$ cat config.mk
export PLATFORM = sky130hd
export DESIGN_NAME = lock_access_controller
export DESIGN_NICKNAME = d
export VERILOG_FILES = /design/src/rtl/lock_pkg.sv /design/src/rtl/lock_down_counter.sv /design/src/rtl/lock_access_controller.sv
export SDC_FILE = /design/constraint.sdc
export NUM_CORES = 1
export LEC_CHECK = 0
export CAP_MARGIN = 20
export CORE_UTILIZATION = 52
export DETAILED_ROUTE_END_ITERATION = 16
export GPL_ROUTABILITY_DRIVEN = 0
export HOLD_SLACK_MARGIN = 0.05
export PLACE_DENSITY = 0.77
export SETUP_SLACK_MARGIN = 0.05
export SYNTH_ARGS = -nofsm -noshare
export SYNTH_HDL_FRONTEND = slang
export SYNTH_SLANG_ARGS = --single-unit
$ cat constraint.sdc
create_clock -name Clk -period 4 [get_ports Clk]
set_input_delay 0.4 -clock Clk [delete_from_list [all_inputs] [get_ports Clk]]
set_output_delay 0.4 -clock Clk [all_outputs]
set_load 0.1 [all_outputs]
$ cat src/rtl/lock_pkg.sv
// Shared constants for the combination lock FSM and its access controller.
// Latency: none (types and constants only).
// Backpressure: not applicable.
package lock_pkg;

    // Combination lock FSM state encoding (S0 = idle, S4 = opened)
    localparam logic [2:0] S0 = 3'd0;
    localparam logic [2:0] S1 = 3'd1;
    localparam logic [2:0] S2 = 3'd2;
    localparam logic [2:0] S3 = 3'd3;
    localparam logic [2:0] S4 = 3'd4;

    // Lock output value reported by the FSM once the full code is entered
    localparam logic [3:0] OPEN_CODE = 4'hF;

    typedef enum logic [1:0] {
        ARMED   = 2'd0,
        CHECK   = 2'd1,
        OPEN    = 2'd2,
        LOCKOUT = 2'd3
    } ctrl_state_t;

endpackage

$ cat src/rtl/lock_down_counter.sv
// Loadable down-counter shared by the relock and lockout timers.
// Latency: load/decrement visible one cycle after the request; zero is combinational.
// Backpressure: none; decrement holds at zero.
module lock_down_counter #(
    parameter int CNT_W = 16
) (
    input  logic             Clk,
    input  logic             Reset_n,
    input  logic             load,
    input  logic [CNT_W-1:0] load_value,
    input  logic             dec,
    output logic [CNT_W-1:0] value,
    output logic             zero
);

    // Load has priority over decrement; never wraps below zero
    always_ff @(posedge Clk or negedge Reset_n) begin
        if (!Reset_n) begin
            value <= '0;
        end else if (load) begin
            value <= load_value;
        end else if (dec && (value != '0)) begin
            value <= value - CNT_W'(1);
        end
    end

    assign zero = (value == '0);

endmodule

$ cat src/rtl/lock_access_controller.sv
// Key-strobe front end for the combination lock with failure lockout and auto re-lock.
// Latency: strobe one cycle after key rise; pass/fail decision two cycles after the strobe.
// Backpressure: key edges outside ARMED are dropped (OPEN edges force an immediate re-lock).
module lock_access_controller
    import lock_pkg::*;
#(
    parameter int MAX_FAILS      = 3,
    parameter int LOCKOUT_CYCLES = 1000,
    parameter int RELOCK_CYCLES  = 500,
    parameter int CNT_W          = 16
) (
    input  logic       Clk,
    input  logic       Reset_n,
    input  logic       Key1_in,
    input  logic       Key2_in,
    input  logic [3:0] Password_in,
    input  logic       admin_clear,
    input  logic [2:0] fsm_state,
    input  logic [3:0] fsm_Lock,
    output logic       Key1_out,
    output logic       Key2_out,
    output logic [3:0] Password_out,
    output logic       fsm_Reset,
    output logic       locked_out,
    output logic       alarm,
    output logic [3:0] fail_count
);

    localparam logic [3:0] MAX_F = 4'(MAX_FAILS);

    ctrl_state_t      state;
    logic             chk_wait;      // CHECK's first cycle: FSM is still consuming the strobe
    logic             key1_q;
    logic             key2_q;
    logic [2:0]       pre_state;
    logic             rise1;
    logic             rise2;
    logic             any_rise;
    logic             one_rise;
    logic             fail_hit;
    logic             lockout_entry;
    logic [3:0]       fail_next;
    logic             tmr_load;
    logic             tmr_dec;
    logic [CNT_W-1:0] tmr_load_val;
    logic [CNT_W-1:0] tmr_value;
    logic             tmr_zero;
    logic             tmr_last;

    assign rise1    = Key1_in & ~key1_q;
    assign rise2    = Key2_in & ~key2_q;
    assign any_rise = rise1 | rise2;
    assign one_rise = rise1 ^ rise2;

    // A failure is a fall back to S0 from a partially entered code; S0->S0 is not counted
    assign fail_hit      = ((pre_state == S1) || (pre_state == S2) || (pre_state == S3)) &&
                           (fsm_state == S0);
    assign fail_next     = (fail_count >= MAX_F) ? MAX_F : fail_count + 4'd1;
    assign lockout_entry = (state == CHECK) && !chk_wait && (fsm_Lock != OPEN_CODE) &&
                           fail_hit && (fail_next == MAX_F);

    // Timer value 1 means this edge is the last one of the timed interval
    assign tmr_last   = tmr_zero || (tmr_value == CNT_W'(1));
    assign locked_out = (state == LOCKOUT);

    // Timer control: load on entry to OPEN/LOCKOUT, count down while in them, clear on early exit
    always_comb begin
        tmr_load     = 1'b0;
        tmr_load_val = '0;
        tmr_dec      = 1'b0;
        case (state)
            CHECK: begin
                if (!chk_wait && (fsm_Lock == OPEN_CODE)) begin
                    tmr_load     = 1'b1;
                    tmr_load_val = CNT_W'(RELOCK_CYCLES);
                end else if (lockout_entry && !admin_clear) begin
                    tmr_load     = 1'b1;
                    tmr_load_val = CNT_W'(LOCKOUT_CYCLES);
                end
            end
            OPEN: begin
                if (any_rise) tmr_load = 1'b1;
                else          tmr_dec  = 1'b1;
            end
            LOCKOUT: begin
                if (admin_clear) tmr_load = 1'b1;
                else             tmr_dec  = 1'b1;
            end
            default: ;
        endcase
    end

    lock_down_counter #(.CNT_W(CNT_W)) u_timer (
        .Clk        (Clk),
        .Reset_n    (Reset_n),
        .load       (tmr_load),
        .load_value (tmr_load_val),
        .dec        (tmr_dec),
        .value      (tmr_value),
        .zero       (tmr_zero)
    );

    // Controller FSM with registered strobes, FSM reset pulse, alarm and failure count
    always_ff @(posedge Clk or negedge Reset_n) begin
        if (!Reset_n) begin
            state        <= ARMED;
            chk_wait     <= 1'b0;
            key1_q       <= 1'b0;
            key2_q       <= 1'b0;
            pre_state    <= S0;
            Key1_out     <= 1'b0;
            Key2_out     <= 1'b0;
            Password_out <= 4'd0;
            fsm_Reset    <= 1'b1;
            alarm        <= 1'b0;
            fail_count   <= 4'd0;
        end else begin
            key1_q    <= Key1_in;
            key2_q    <= Key2_in;
            Key1_out  <= 1'b0;
            Key2_out  <= 1'b0;
            fsm_Reset <= 1'b0;
            if (admin_clear) alarm <= 1'b0;
            case (state)
                ARMED: begin
                    if (one_rise) begin
                        Key1_out     <= rise1;
                        Key2_out     <= rise2;
                        Password_out <= Password_in;
                        pre_state    <= fsm_state;
                        chk_wait     <= 1'b1;
                        state        <= CHECK;
                    end
                end
                CHECK: begin
                    if (chk_wait) begin
                        chk_wait <= 1'b0;
                    end else if (fsm_Lock == OPEN_CODE) begin
                        fail_count <= 4'd0;
                        state      <= OPEN;
                    end else if (lockout_entry && !admin_clear) begin
                        fail_count <= fail_next;
                        fsm_Reset  <= 1'b1;
                        alarm      <= 1'b1;
                        state      <= LOCKOUT;
                    end else if (lockout_entry) begin
                        // admin_clear on the same edge cancels the lockout outright
                        fail_count <= 4'd0;
                        state      <= ARMED;
                    end else begin
                        if (fail_hit) fail_count <= fail_next;
                        state <= ARMED;
                    end
                end
                OPEN: begin
                    if (any_rise || tmr_last) begin
                        fsm_Reset <= 1'b1;
                        state     <= ARMED;
                    end
                end
                LOCKOUT: begin
                    if (admin_clear || tmr_last) begin
                        fail_count <= 4'd0;
                        state      <= ARMED;
                    end
                end
                default: state <= ARMED;
            endcase
        end
    end

endmodule
; After elaboration in Yosys (flattened, before gate mapping)
; Index checks and enable logic that the tools add are counted.
[totals]
reg_bits = 36
elab_cells = 105
[classes]
add_sub_neg = 2
magnitude_cmp = 1
n_eq_ne = 15
n_mux = 43
bitwise = 6
n_reduce_logical = 26
[ops]
columns = operator, n
row1 = 2-to-1 mux 16 bit, 2
row2 = 2-to-1 mux 10 bit, 3
row3 = 2-to-1 mux 4 bit, 7
row4 = 2-to-1 mux 1 bit, 19
row5 = "equality test 16 x 1 -> 1 bit, second input constant", 1
row6 = zero test 16 bit, 1
row7 = nonzero test 16 bit, 1
row8 = "subtractor 16 x 1 -> 16 bit, second input constant", 1
row9 = 2-to-1 mux 2 bit, 6
row10 = logical AND 1 bit, 8
row11 = case mux 2 bit (4 select lines), 1
row12 = case mux 4 bit (2 select lines), 1
row13 = AND reduction 4 bit, 2
row14 = "equality test 3 x 2 -> 1 bit, second input constant", 2
row15 = "inequality test 2 bit, second input constant", 3
row16 = case mux 1 bit (2 select lines), 3
row17 = nonzero test 2 bit, 3
row18 = logical OR 1 bit, 5
row19 = "inequality test 5 x 3 -> 1 bit, second input constant", 1
row20 = "adder 4 x 1 -> 4 bit, second input constant", 1
row21 = "equality test 2 bit, second input constant", 2
row22 = "equality test 4 x 2 -> 1 bit, second input constant", 1
row23 = "equality test 4 bit, second input constant", 1
row24 = "greater-or-equal comparator 4 x 2 -> 1 bit, second input constant", 1
row25 = other kinds (13), 17

; Logic depth before layout (Yosys ltp)
[depth]
depth_word = 11
ltp_mapped = 8

; Cells and area by module
; Synthesis repeated with hierarchy kept, for this count alone.
[hier_totals]
cells_unflattened = 216
area_unflattened_um2 = 2117.0
[by_module_without_submodules]
columns = module, instances, cells_per_inst, area_each_um2, seq_area_each_um2
row1 = lock_access_controller, 1, 105, 1109.8, 501.7
row2 = lock_down_counter, 1, 111, 1007.2, 400.4

; Worst setup path before layout
; OpenSTA, ideal clock, no wires.
[synth_path]
path_kind = register to register
startpoint = reg fail_count[0]
endpoint = reg u_timer.value[1]
setup_ns = 0.100
t_arrival_ns = 2.495
required_ns = 3.900
slack_ns = 1.405
stages_incl_launch_ff = 8
path_buffers = 1
period_less_slack_ns = 2.595
cell_sequence = dfrtp_1 > ha_1 > or3_1 > o221ai_1 > nor4_1 > or3_1 > buf_2 > a311oi_1
[synth_via]
elab_chain_cells = 9
word_cells_on_any_way = 11
classes_between = add/sub: 1 / order compare: 1 / eq/ne: 1 / mux: 5 / reduce/logical: 3
[synth_rtl]
columns = item, line
row1 = from (decl), lock_access_controller.sv:26  ; output logic [3:0] fail_count
row2 = from (signal assigned), lock_access_controller.sv:142  ; fail_count <= fail_next;
row3 = from (signal assigned), lock_access_controller.sv:151  ; if (fail_hit) fail_count <= fail_next;
row4 = adder 4 x 1 -> 4 bit or greater-or-equal comparator 4 x 2 -> 1 bit (tied branches), lock_access_controller.sv:58  ; assign fail_next = (fail_count >= MAX_F) ? MAX_F : fail_count + 4'd1;
row5 = 2-to-1 mux 4 bit (*), lock_access_controller.sv:58
row6 = equality test 4 x 2 -> 1 bit (*), lock_access_controller.sv:60  ; fail_hit && (fail_next == MAX_F);
row7 = logical AND 1 bit (*), lock_access_controller.sv:60
row8 = logical AND 1 bit (*), lock_access_controller.sv:76  ; end else if (lockout_entry && !admin_clear) begin
row9 = 2-to-1 mux 1 bit (*), lock_access_controller.sv:76
row10 = 2-to-1 mux 1 bit (*), lock_access_controller.sv:73  ; if (!chk_wait && (fsm_Lock == OPEN_CODE)) begin
row11 = case mux 1 bit (3 select lines) (*), lock_access_controller.sv:71  ; case (state)
row12 = 2-to-1 mux 16 bit or nonzero test 2 bit (tied branches), -
row13 = to (signal assigned), lock_down_counter.sv:21  ; value <= load_value;
row14 = to (signal assigned), lock_down_counter.sv:23  ; value <= value - CNT_W'(1);
row15 = to (decl), lock_down_counter.sv:12  ; output logic [CNT_W-1:0] value,
; Mark *: on every way between the ends. The rest lies on a longest branch, timed or not.
; A chain may end at the register's enable or synchronous reset.

; Worst setup path in the final report
[layout_path]
startpoint = reg state[0]
endpoint = out locked_out
[layout_via]
elab_chain_cells = 1
[layout_rtl]
columns = item, line
row1 = from (decl), lock_access_controller.sv:31  ; ctrl_state_t state;
row2 = from (signal assigned), lock_access_controller.sv:106  ; state <= ARMED;
row3 = from (signal assigned), lock_access_controller.sv:132  ; state <= CHECK;
row4 = from (signal assigned), lock_access_controller.sv:140  ; state <= OPEN;
row5 = equality test 2 bit, lock_access_controller.sv:64  ; assign locked_out = (state == LOCKOUT);
row6 = to (decl), lock_access_controller.sv:24  ; output logic locked_out,
; Every way passes these cells.

==> implementation parameters <==
Parameter                              Value

Outcome
  Status    finished clean

STA
  Final setup skew    0.00327 ns
  Min Hold Slack    0.504 ns
  Setup TNS    0 ns
  Shortest clock period the worst path allows after layout    2.55 ns
  Final hold viol count    0
  Number of failing setup endpoints in the final timing report    0
  RSZ-0062 raised after global routing    false
  Measured slew at the worst slew-check pin    1.01 ns
  Relative max-transition margin    0.321
  Highest clock rate    just under 400 MHz
  Slew Viols, Final    0
  Final period util    0.638

Floorplan
  Die Wd    63.9 µm
  Initial cell density of the core    0.544
  Full die area    4080 µm²
  Die height    63.9 µm
  Row count    22
  CORE AREA    3660 µm²
  Number of top-level pins    29

Place
  HPWL Detailed    roughly 3100 µm
  Number of port buffers    28
  Post-detailed-placement cell area    between 2000 and 2500 µm²

Worst setup path
  Peak fanout along the critical path    6
  Crit Path Class    reg -> out
  Critical path capture point type    output pin
  Data arrival time at the worst-slack endpoint    roughly 2.2 ns
  Launching element type of the critical path    register
  Required @ worst endpoint    3.60 ns

Routing
  Detailed-router iteration count before antenna repair    4
  Routed Antenna Nets    0
  Number of vias per cell after detailed routing    between 5 and 6
  Wire length per cell after detailed routing    between 15 and 20 µm
  DRT Wirelength    4230 µm
  Via count of the routed design    between 1500 and 2000
  Total DRC errors in the routed layout    0
  DRC marker count from the first detailed-route iteration    100

Final layout
  Post-layout instance area    between 2000 and 2500 µm²
  Antenna fix cells    0
  Area growth, synth to finish    22.0%
  Ratio of cells with drive above 1 in the final layout    0.105
  Final layout net count    257

GRT
  Pin count of the biggest net entering global routing    37
  GRT Resource Usage Total    0.240
  Initial antenna violation count    0
  Global-route wire length before repair    7440 µm
  Vias in the first global route    between 1500 and 2000
  Remaining global-route overflow    0

Yosys
  Register bit total from synthesis    36
  Gate count of the mapped netlist    between 150 and 200
  Average cell area after synthesis    10.3 µm²
  Cell Area, Synth    about 2000 µm²
  Syn_nets    roughly 220
  Distinct cells, synth    37
  Portion of the post-synthesis area used by sequential elements    0.453
  Yosys warns    0

Pwr
  Cell-internal power    922 µW
  Maximum ir drop on the vdd rail    approximately 0.50 mV
  Flop pwr share    0.356
  PnR Total Power    1680 µW
  Clock share of power    0.165
  Switching power total    762 µW
  Leakage    about 0.0010 µW
  Comb power frac    0.479
  Pwr Density    693 nW/µm²
  Switching Share    0.453

Clock network
  Resized Gates After CTS    0
  Number of buffers on the longest clock path    2
  Clock latency of the later-clocked register in the worst-skew pair    0.28 ns
  Clock edge transition at the registers on the reported setup and hold paths    0.07 ns
  CTS sink cnt    36
  Number of buffers created by CTS    5
  Number of hold buffers added after CTS    0
  Post CTS Setup Buffer Count    0
  Total number of H-tree levels    2
  Clock tree from TritonCTS    built
  Root buf cell    sky130_fd_sc_hd__clkbuf_8

Job
  Max cap viols    0

Worst hold path
  Worst min-delay path category    reg -> reg
flip-flops by register name (all words and copies together), names as in the netlist:
register / count
Key1_out: 1
Key2_out: 1
Password_out: 4
alarm: 1
chk_wait: 1
fail_count: 4
fsm_Reset: 1
key1_q: 1
key2_q: 1
pre_state: 3
state: 2
u_timer.value: 16
layer usage:
metal,up-vias,GRT usage,part of all wire
li1,753,-,-
met1,796,0.264,0.41
met2,50,0.431,0.52
met3,9,0.0589,0.058
met4,0,0.111,0.014
met5,-,0,0
synthesized netlist by cell type, drive strengths merged:
library cell,number,area share
a21oi,5,0.013
nand2b,7,0.022
a2bb2oi,1,0.0044
nor4b,3,0.013
o221ai,1,0.0044
xnor2,13,0.057
xor2,2,0.0088
mux2,7,0.040
a222oi,1,0.0050
dfstp,1,0.013
or3,5,0.016
nor2,15,0.028
nand3b,1,0.0038
nor3b,3,0.011
mux2i,2,0.010
o21ai,15,0.038
o2111a,1,0.0057
inv,10,0.019
nor2b,7,0.022
or2b,1,0.0038
and2,3,0.0094
nor3,10,0.025
ha,12,0.075
nand4,2,0.0063
o21a,2,0.0075
nand3,2,0.0050
nor4,10,0.041
a311oi,1,0.0044
or4,4,0.017
o211ai,1,0.0038
a21boi,1,0.0038
buf,1,0.0025
nand2,5,0.0094
or2,4,0.013
dfrtp,35,0.44
cells in the final DEF, fill, tap and decap left out, drive strengths merged, types with 10 or more instances in the layout:
cell,instances
ha,12
xnor2,13
clkdlybuf4s50,28
o21ai,15
nor4,10
nor3,10
nor2,15
inv,10
dfrtp,35
logic make-up after synthesis:
kind of cell	share of synthesized area
flip-flops	0.453
XOR/XNOR	0.0660
AND/OR/NAND/NOR	0.246
adder cells (fa/ha/maj)	0.0754
buffers and inverters	0.0214
multiplexers	0.0496
AO/OA/AOI/OAI	0.0892
worst max-delay path, stage by stage (launching register included):
cell and delay [ns]:
sky130_fd_sc_hd__dfrtp_1 0.37, sky130_fd_sc_hd__ha_1 0.28, sky130_fd_sc_hd__clkdlybuf4s50_1 1.21
per-stage QoR:
stage	worst slack, ns	util	cells
3_3_place_gp	1.48	0.638	270
5_1_grt	1.28	0.664	277
4_1_cts	1.44	0.664	277
6_report	1.45	0.664	277
2_1_floorplan	1.41	-	194
3_5_place_dp	1.31	0.638	270
worst paths after layout:
kind	start	endpoint	slack (ns)	depth (start not counted)
worst min register to register	Password_out[1]$_DFFE_PN0P_	Password_out[1]$_DFFE_PN0P_	0.50	1
worst max register to register	state[1]$_DFFE_PN0P_	u_timer.value[9]$_DFFE_PN0P_	1.62	7
worst min-delay path	Password_out[1]$_DFFE_PN0P_	Password_out[1]$_DFFE_PN0P_	0.50	1
max in group asynchronous	Reset_n	fsm_Reset$_DFF_PN1_	3.12	2
min in group asynchronous	Reset_n	u_timer.value[10]$_DFFE_PN0P_	0.53	2
worst max-delay path	state[0]$_DFFE_PN0P_	locked_out	1.45	2
power groups by stage:
stage,sequential [µW],clock (µW),combinational (µW)
after floorplan,816,0,390
final,599,277,807
after global placement,595,0,779
after CTS,598,283,809
after detailed placement,602,0,802
after global routing,620,298,869
area by class of cell:
class | count | area (µm²)
fill | 302 | 1230
multi-input combinational | 147 | 1050
sequential | 36 | 902
timing repair buffer | 29 | 288
clock buffer | 7 | 96.3
tap | 48 | 60.1
inverter | 10 | 37.5
Note: power is estimated with default switching activity, not from simulation.
